[src/rtl/pcie_msg_q_scheduler.sv]
// Message-queue drain scheduler: arbitrates pending queues and issues AXI read bursts.
// Define PCIE_MSG_SCHED_STRICT_PRIO_EN for fixed lowest-index priority instead of round-robin.
module pcie_msg_q_scheduler #(
  parameter int NUM_Q      = 15,
  parameter int ADDR_W     = 32,
  parameter int BEAT_BYTES = 32,
  parameter int MAX_BURST  = 16
) (
  input  logic                    clk,
  input  logic                    rst_n,
  input  logic                    i_enable,
  input  logic [NUM_Q-1:0]        i_intr_status,
  input  logic [NUM_Q*ADDR_W-1:0] i_q_init_addr,
  input  logic [NUM_Q*8-1:0]      i_q_len,
  output logic                    o_rd_req_valid,
  input  logic                    i_rd_req_ready,
  output logic [ADDR_W-1:0]       o_rd_req_addr,
  output logic [7:0]              o_rd_req_len,
  output logic [3:0]              o_rd_req_qid,
  input  logic                    i_rd_done,
  output logic [NUM_Q-1:0]        o_intr_clear,
  output logic                    o_busy,
  output logic [15:0]             o_served_cnt
);

  typedef enum logic [2:0] {IDLE, ISSUE, WAIT, CLEAR, GAP} state_t;

  localparam logic [8:0] MAX_B9 = 9'(MAX_BURST);

  state_t              state_reg;
  logic [3:0]          qid_reg;
  logic [7:0]          rem_reg;
  logic [ADDR_W-1:0]   addr_reg;
  logic [7:0]          len_reg;
  logic                valid_reg;
  logic [NUM_Q-1:0]    clear_reg;
  logic                busy_reg;
  logic [15:0]         served_reg;
`ifndef PCIE_MSG_SCHED_STRICT_PRIO_EN
  logic [3:0]          ptr_reg;
`endif

  logic [ADDR_W-1:0]   q_addr [NUM_Q];
  logic [7:0]          q_len  [NUM_Q];

  generate
    for (genvar gi = 0; gi < NUM_Q; gi++) begin : g_unpack
      assign q_addr[gi] = i_q_init_addr[gi*ADDR_W +: ADDR_W];
      assign q_len[gi]  = i_q_len[gi*8 +: 8];
    end
  endgenerate

  // AXI len (beats-1) for the next burst given the beats still owed; r is non-zero.
  function automatic logic [7:0] burst_len(input logic [7:0] r);
    if ({1'b0, r} > MAX_B9) return 8'(MAX_B9 - 9'd1);
    else                    return r - 8'd1;
  endfunction

  logic                grant_found;
  logic [3:0]          grant_idx;
  logic [4:0]          scan_sum;
  logic [3:0]          scan_idx;
  logic [ADDR_W-1:0]   burst_bytes;

  always_comb begin
    grant_found = 1'b0;
    grant_idx   = '0;
    scan_sum    = '0;
    scan_idx    = '0;
    for (int i = 0; i < NUM_Q; i++) begin
`ifdef PCIE_MSG_SCHED_STRICT_PRIO_EN
      scan_sum = 5'(i);
`else
      // Rotate the scan so it starts at the pointer and wraps modulo NUM_Q.
      scan_sum = {1'b0, ptr_reg} + 5'(i);
      if (scan_sum >= 5'(NUM_Q)) scan_sum = scan_sum - 5'(NUM_Q);
`endif
      scan_idx = scan_sum[3:0];
      if (!grant_found && i_intr_status[scan_idx]) begin
        grant_found = 1'b1;
        grant_idx   = scan_idx;
      end
    end
  end

  always_comb begin
    burst_bytes = ADDR_W'((int'(len_reg) + 1) * BEAT_BYTES);
  end

  always_ff @(posedge clk) begin
    if (!rst_n) begin
      state_reg  <= IDLE;
      qid_reg    <= '0;
      rem_reg    <= '0;
      addr_reg   <= '0;
      len_reg    <= '0;
      valid_reg  <= 1'b0;
      clear_reg  <= '0;
      busy_reg   <= 1'b0;
      served_reg <= '0;
`ifndef PCIE_MSG_SCHED_STRICT_PRIO_EN
      ptr_reg    <= '0;
`endif
    end else begin
      clear_reg <= '0;
      case (state_reg)
        IDLE: begin
          if (i_enable && grant_found) begin
            qid_reg  <= grant_idx;
            addr_reg <= q_addr[grant_idx];
            rem_reg  <= q_len[grant_idx];
            busy_reg <= 1'b1;
`ifndef PCIE_MSG_SCHED_STRICT_PRIO_EN
            ptr_reg  <= (grant_idx == 4'(NUM_Q - 1)) ? 4'd0 : grant_idx + 4'd1;
`endif
            if (q_len[grant_idx] != 8'd0) begin
              len_reg   <= burst_len(q_len[grant_idx]);
              valid_reg <= 1'b1;
              state_reg <= ISSUE;
            end else begin
              // Empty queue: acknowledge straight away without touching the bus.
              clear_reg  <= NUM_Q'(1) << grant_idx;
              served_reg <= (served_reg == 16'hFFFF) ? served_reg : served_reg + 16'd1;
              state_reg  <= CLEAR;
            end
          end
        end
        ISSUE: begin
          if (i_rd_req_ready) begin
            valid_reg <= 1'b0;
            rem_reg   <= rem_reg - (len_reg + 8'd1);
            addr_reg  <= addr_reg + burst_bytes;
            state_reg <= WAIT;
          end
        end
        WAIT: begin
          if (i_rd_done) begin
            if (rem_reg != 8'd0) begin
              len_reg   <= burst_len(rem_reg);
              valid_reg <= 1'b1;
              state_reg <= ISSUE;
            end else begin
              clear_reg  <= NUM_Q'(1) << qid_reg;
              served_reg <= (served_reg == 16'hFFFF) ? served_reg : served_reg + 16'd1;
              state_reg  <= CLEAR;
            end
          end
        end
        CLEAR: state_reg <= GAP;
        GAP: begin
          busy_reg  <= 1'b0;
          state_reg <= IDLE;
        end
        default: begin
          busy_reg  <= 1'b0;
          valid_reg <= 1'b0;
          state_reg <= IDLE;
        end
      endcase
    end
  end

  assign o_rd_req_valid = valid_reg;
  assign o_rd_req_addr  = addr_reg;
  assign o_rd_req_len   = len_reg;
  assign o_rd_req_qid   = qid_reg;
  assign o_intr_clear   = clear_reg;
  assign o_busy         = busy_reg;
  assign o_served_cnt   = served_reg;

endmodule

[config.mk]
export PLATFORM = sky130hd
export DESIGN_NAME = pcie_msg_q_scheduler
export DESIGN_NICKNAME = d
export VERILOG_FILES = /design/src/rtl/pcie_msg_q_scheduler.sv
export SDC_FILE = /design/constraint.sdc
export NUM_CORES = 1
export LEC_CHECK = 0
export BUFFER_PORTS_ARGS = -buffer_cell sky130_fd_sc_hd__buf_2
export CORE_AREA = 5 5 270 272
export DETAILED_ROUTE_END_ITERATION = 10
export DIE_AREA = 0 0 275 277
export GPL_TIMING_DRIVEN = 1
export PLACE_DENSITY = 0.48
export SLEW_MARGIN = 15
export SYNTH_ARGS = -nofsm -noshare
export SYNTH_HDL_FRONTEND = slang
export SYNTH_SLANG_ARGS = --single-unit
[constraint.sdc]
create_clock -name clk -period 13.3 [get_ports clk]
set_input_delay 1.995 -clock clk [delete_from_list [all_inputs] [get_ports clk]]
set_output_delay 1.995 -clock clk [all_outputs]
set_load 0.01 [all_outputs]
**After elaboration in Yosys (flattened, before gate mapping)**

Cells that the tools add are included.
W data, S select, Z words.

- Register bits: 92
- Input port bits: 620

- Add/sub/neg operators: 37
- Order comparisons: 33
- Equal/unequal tests: 13
- Shift operators: 2
- Mux-type cells: 120
- Bitwise operators: 3
- Reductions and logical operators: 43

Operator list:

| kind | count |
|---|---|
| $bmux W32 S4 | 1 |
| $mux W32 | 4 |
| $mux W4 | 31 |
| $mux W16 | 5 |
| $mux W8 | 10 |
| $lt A4 B5 Y1 const B | 15 |
| $ge A5 B4 Y1 const B | 14 |
| $pmux W32 S2 | 1 |
| $bmux W1 S4 | 15 |
| $mux W15 | 4 |
| $sub A4 B4 Y4 const B | 15 |
| $mux W1 | 36 |
| $add A4 B4 Y5 const B | 7 |
| $add A32 B14 Y32 | 1 |
| $bmux W8 S4 | 1 |
| $pmux W16 S2 | 1 |
| $pmux W8 S2 | 2 |
| $pmux W15 S2 | 1 |
| $shl A1 B4 Y15 const A | 2 |
| $add A4 B3 Y5 const B | 4 |
| $add A16 B1 Y16 const B | 1 |
| $eq A16 B16 Y1 const B | 1 |
| $gt A8 B5 Y1 const B | 2 |
| $reduce_bool A8 Y1 | 2 |
| other kinds (31) | 75 |

**Depth between registers and ports, before layout**

- Word-level depth: 56
- Depth in mapped cells: 37

**Least setup slack after synthesis**

OpenSTA, ideal clock, no wires.

- Kind: reg-to-reg
- From: reg ptr_reg[0]
- To: reg served_reg[11] (netlist: o_served_cnt[11])
- Library setup time: 0.128 ns
- Arrival time: 7.521 ns
- Slack: 5.651 ns
- Stages on the path, launching flop included: 35
- Path buffers: 11
- Clock period less this slack: 7.649 ns
- Cell sequence: dfxtp_1 buf_4 inv_2 buf_1 clkbuf_1 ha_1 clkbuf_1 nor4_2 a211oi_1 or4_1 and2_1 buf_6 or3_1 and4_1 nor4_1 nand4_1 o311ai_2 and3_1 buf_6 buf_4 buf_4 buf_4 buf_2 a21oi_1 a22oi_1 o22ai_1 or3_1 ha_1 inv_1 a211oi_4 a41oi_1 clkbuf_1 nor3_1 xnor2_1 nor2_1

- Word-level cells in the longest chain between the ends: 54
- Elaborated cells between the ends (all ways): 156
- Classes of those cells: 29 x add/sub; 15 x order compare; 2 x eq/ne; 78 x mux; 1 x bitwise; 31 x reduce/logical

Ends and longest elaborated chain:

| element | line | RTL |
|---|---|---|
| from (decl) | 40 | `logic [3:0] ptr_reg;` |
| from (signal assigned) | 114 | `ptr_reg <= (grant_idx == 4'(NUM_Q - 1)) ? 4'd0 : grant_idx + 4'd1;` |
| branches (longest 53 deep; another with $add A4 B1 Y5) | n/a |  |
| $reduce_and A5 Y1 (no line) (*) | n/a |  |
| to (signal assigned) | 123 | `served_reg <= (served_reg == 16'hFFFF) ? served_reg : served_reg + 16'd1;` |
| to (signal assigned) | 144 | `served_reg <= (served_reg == 16'hFFFF) ? served_reg : served_reg + 16'd1;` |
| to (decl) | 38 | `logic [15:0] served_reg;` |

Mark *: on every way between the ends. The select of a mux whose other input is x is not followed.
A chain may end at the register's enable or synchronous reset.

**Worst setup path after layout**

- From: reg ptr_reg[1]
- To: reg len_reg[5] (netlist: o_rd_req_len[5])

- Word-level cells in the longest chain between the ends: 56
- Elaborated cells between the ends (all ways): 162
- Classes of those cells: 30 x add/sub; 16 x order compare; 2 x eq/ne; 82 x mux; 1 x bitwise; 31 x reduce/logical

Ends and longest elaborated chain:

| element | line | RTL |
|---|---|---|
| branches (longest 56 deep; another with $add A4 B1 Y5) | n/a |  |
| to (signal assigned) | 117 | `len_reg <= burst_len(q_len[grant_idx]);` |
| to (signal assigned) | 139 | `len_reg <= burst_len(rem_reg);` |
| to (decl) | 34 | `logic [7:0] len_reg;` |

Several ways; the timed one is not identified. The select of a mux whose other input is x is not followed.

==> metrics.md <==
| Metric | Value |
|---|---|
| Run status | `finished, final reports clean` |
| Maximum operating frequency | `a little over 100 MHz` |
| Aggregate negative setup slack | `0 ns` |
| Classification of the worst-slack hold path | `flop to flop` |
| Via count of the first global-routing pass | `23450` |
| Vias per Instance | `5.772` |
| Sequential Area | `0.001846 mm2` |
| Final wirelength | `between 100000 and 150000 um` |
| Via total after detailed routing | `24890` |
| Leading register cell type out of synthesis | `dfxtp_1` |
| Layout overhead on the synthesized area | `25.11%` |
| Largest register FFs | `32` |
| Transition time of the tightest slew-check pin | `1.101 ns` |
| Clock buffers created by TritonCTS | `9` |
| Crit-path most repeated cell | `buf_4` |
| Share of post-route cells with drive strength above 1 | `25.75%` |
| Most frequent cells in the layout | `buf_2 (696), nand2_1 (615), nand3_1 (267), a21oi_1 (223), nor2_1 (160)` |
| DP Wirelength | `roughly 93000 um` |
| Unrepaired setup endpoints after global routing | `no` |
| Insertion delay to the later sink of the worst-skew pair | `~0.36 ns` |
| Final worst clock skew | `between 0.009 and 0.01 ns` |
| Synth top area share | `between 10% and 20%` |
| CTS tree | `built` |
| Hold_ws | `approximately 0.46 ns` |
| Initial detailed-routing violation count | `about 2400` |
| Initial Util | `around a quarter` |
| Overall die area | `roughly 0.076 mm2` |
| Number of storage elements in the synthesis netlist | `slightly above 90` |
| Most common cell after layout, fill and taps aside | `buf_2` |
| Post-detailed-route DRC marker count | `0` |
| Core footprint | `0.07051 mm2` |
| Final Hold Vio Count | `0` |
| YS warnings | `0` |
| Gate Count Post-Synth | `approximately 2800` |
| Library cells used by synthesis | `roughly 110` |
| Wire per inst | `27.53 um` |
| Clock Root Buffer | `clkbuf_16` |
| Post-CTS setup buffer count | `0` |
| Worst EP arrival | `9.96 ns` |
| Worst max-slew margin expressed relative to the limit | `26.14%` |
| Final non-filler cell total | `between 4000 and 5000` |
| Count of H-tree levels built during CTS | `3` |
| Number of max-cap violations | `0` |
| Resized cells post-CTS | `0` |
| Placed Instances | `roughly 4300` |
| Clock tree sinks | `between 90 and 100` |
| Area of combinational cells with multiple inputs | `around 0.015 mm2` |
| CTS max path bufs | `2` |
| Clock-pin slew of the registers on the worst-case setup and hold paths | `approximately 0.07 ns` |
| Final Cell Area | `about 0.022 mm2` |
| Total of endpoints with negative setup slack in the final report | `0` |
| Average cell area after synthesis | `roughly 6.3 um2` |
| Leading post-synthesis cells by cell area | `nand2_1 (13%), dfxtp_1 (10%), nand3_1 (7.5%), a21oi_1 (6.3%), mux2i_1 (5.0%)` |
| Number of buffer and inverter instances along the worst setup path | `5` |
| Post-DRT Antenna Nets | `0` |
| Max incr delay on CP | `slightly above 0.9 ns` |
| Biggest area consumer among synthesized cells | `nand2_1` |
| Kind of end point of the critical path | `flop` |
| Die outline width | `275 um` |
| Grt ovf | `0` |
| Syn nets | `roughly 3500` |
| Share of async-settable or async-resettable flops after synthesis | `0%` |
| Initial antenna violation count | `42` |
| Global routing usage summed across all routing layers | `between 20% and 30%` |
| Slowest cell on the critical path | `nor3_1` |
| Final weighted congestion of routability-driven global placement | `between 0.9 and 1` |
| Placement row count | `98` |
| Global-route wire length before repair | `~170000 um` |
| Largest delay contributor family on the critical path | `compound AO/OA/AOI/OAI gates` |
| 1st-pass router iterations | `6` |
| Count of filler cells inserted in the layout | `7952` |
| Period utilization | `about 73%` |
| Min Clock Period, post-route | `~9.7 ns` |
| Post-synth EDFFs | `0` |
| Final number of max-transition violations | `0` |
| Count of buffers inserted at the top-level ports | `696` |
| Ports | `roughly 700` |
| Maximum fanout along the worst path | `68` |
| Number of nets in the final layout | `~4000` |
| Critical Path Source Type | `flop` |
| Cell area after placement | `0.02187 mm2` |
| Post-CTS Hold Buffers | `0` |
| Cell Area, Synth | `0.01777 mm2` |
| Sequential element share of the synthesized area | `10.36%` |
| Maximum number of pins on one net before global-route repair | `roughly 150` |
| Height of the die | `about 280 um` |
| CP Class | `flop to flop` |
| Required arrival time at the worst endpoint | `between 10 and 15 ns` |
[synthesized netlist by cell type (29+ instances only)]
cell and count:
inv_1 53, o21ai_0 124, buf_2 46, a21o_1 29, clkbuf_1 151, nand2_1 615
ha_1 38, xnor2_1 46, a21oi_1 224, dfxtp_1 92, a31oi_1 29, buf_1 33
nor2_1 163, mux2i_1 89, nor3_1 71, nand3_1 268, o31ai_1 29, and3_1 80
a211oi_1 86, o211ai_1 35
[worst reg2reg max path, cell delays in order, from the launching register on]
cell       delay, ns
dfxtp_1         0.31
buf_4           0.36
inv_1           0.35
ha_1            0.37
buf_4           0.42
nor2b_1         0.67
a31oi_1         0.20
and2_1          0.26
a211oi_1        0.41
o211a_1         0.24
a211o_1         0.16
nand3_1         0.29
nor3_1          0.91
o2111ai_1       0.22
a32o_1          0.40
a21oi_4         0.16
buf_4           0.55
buf_4           0.78
mux2i_1         0.33
a221oi_1        0.10
a22o_1          0.26
a21oi_1         0.34
nand3_2         0.21
a32oi_1         0.85
a311oi_1        0.15
a211oi_1        0.29
[per-layer routing]
layer  track usage, %  up-vias  wire, um
met1            36.79    11880     47440
met2            49.43     1275     57180
met4            10.98       14      5069
li1                 -    11460         -
met5                0        -        97
met3            4.696      254      8932
[cells by family (layout without fill, tap and decap cells)]
| group | count (synthesis) | after routing | synth area share (%) |
|---|---|---|---|
| adders and majority gates | 40 | 40 | 2.901 |
| DFF | 92 | 92 | 10.36 |
| muxes | 125 | 125 | 7.920 |
| and+or+nand+nor | 1358 | 1358 | 35.16 |
| other | 0 | 14 | 0 |
| xor gates and xnor gates | 61 | 61 | 3.260 |
| buffers and inverters | 303 | 814 | 7.125 |
| AOI/OAI and AO/OA | 858 | 858 | 33.27 |
[through the flow]
step                      utilization (%)  setup slack [ns]
after detailed placement            31.02             3.753
after global placement              31.02             3.913
final                               31.54             3.598
after CTS                           31.49             3.879
after global routing                31.53             3.012
after floorplan                         -             5.651
[final timing paths]
| path | from | to | slack [ns] | depth (start not counted) |
|---|---|---|---|---|
| hold reg to reg | o_rd_req_addr[4]$_SDFFE_PN0P_ | o_rd_req_addr[4]$_SDFFE_PN0P_ | 0.46 | 2 |
| setup / recovery | ptr_reg[1]$_SDFFE_PN0P_ | o_rd_req_len[5]$_SDFFE_PN0P_ | 3.60 | 25 |
| hold / removal | o_rd_req_addr[4]$_SDFFE_PN0P_ | o_rd_req_addr[4]$_SDFFE_PN0P_ | 0.46 | 2 |
| setup reg to reg | ptr_reg[1]$_SDFFE_PN0P_ | o_rd_req_len[5]$_SDFFE_PN0P_ | 3.60 | 25 |
[layout make-up]
cell class | count | share of cell area (%)
multi-input cells | 2442 | 66.42
repair buffers | 739 | 17.29
flip-flops and latches | 92 | 8.300
well taps | 950 | 5.346
clock buffers | 11 | 1.047
inverters | 59 | 0.9960
clock inverters | 5 | 0.4502
diodes | 14 | 0.1576
Power is not shown: default switching activity piles up to over one toggle a cycle in this logic, so the estimate is an artifact.
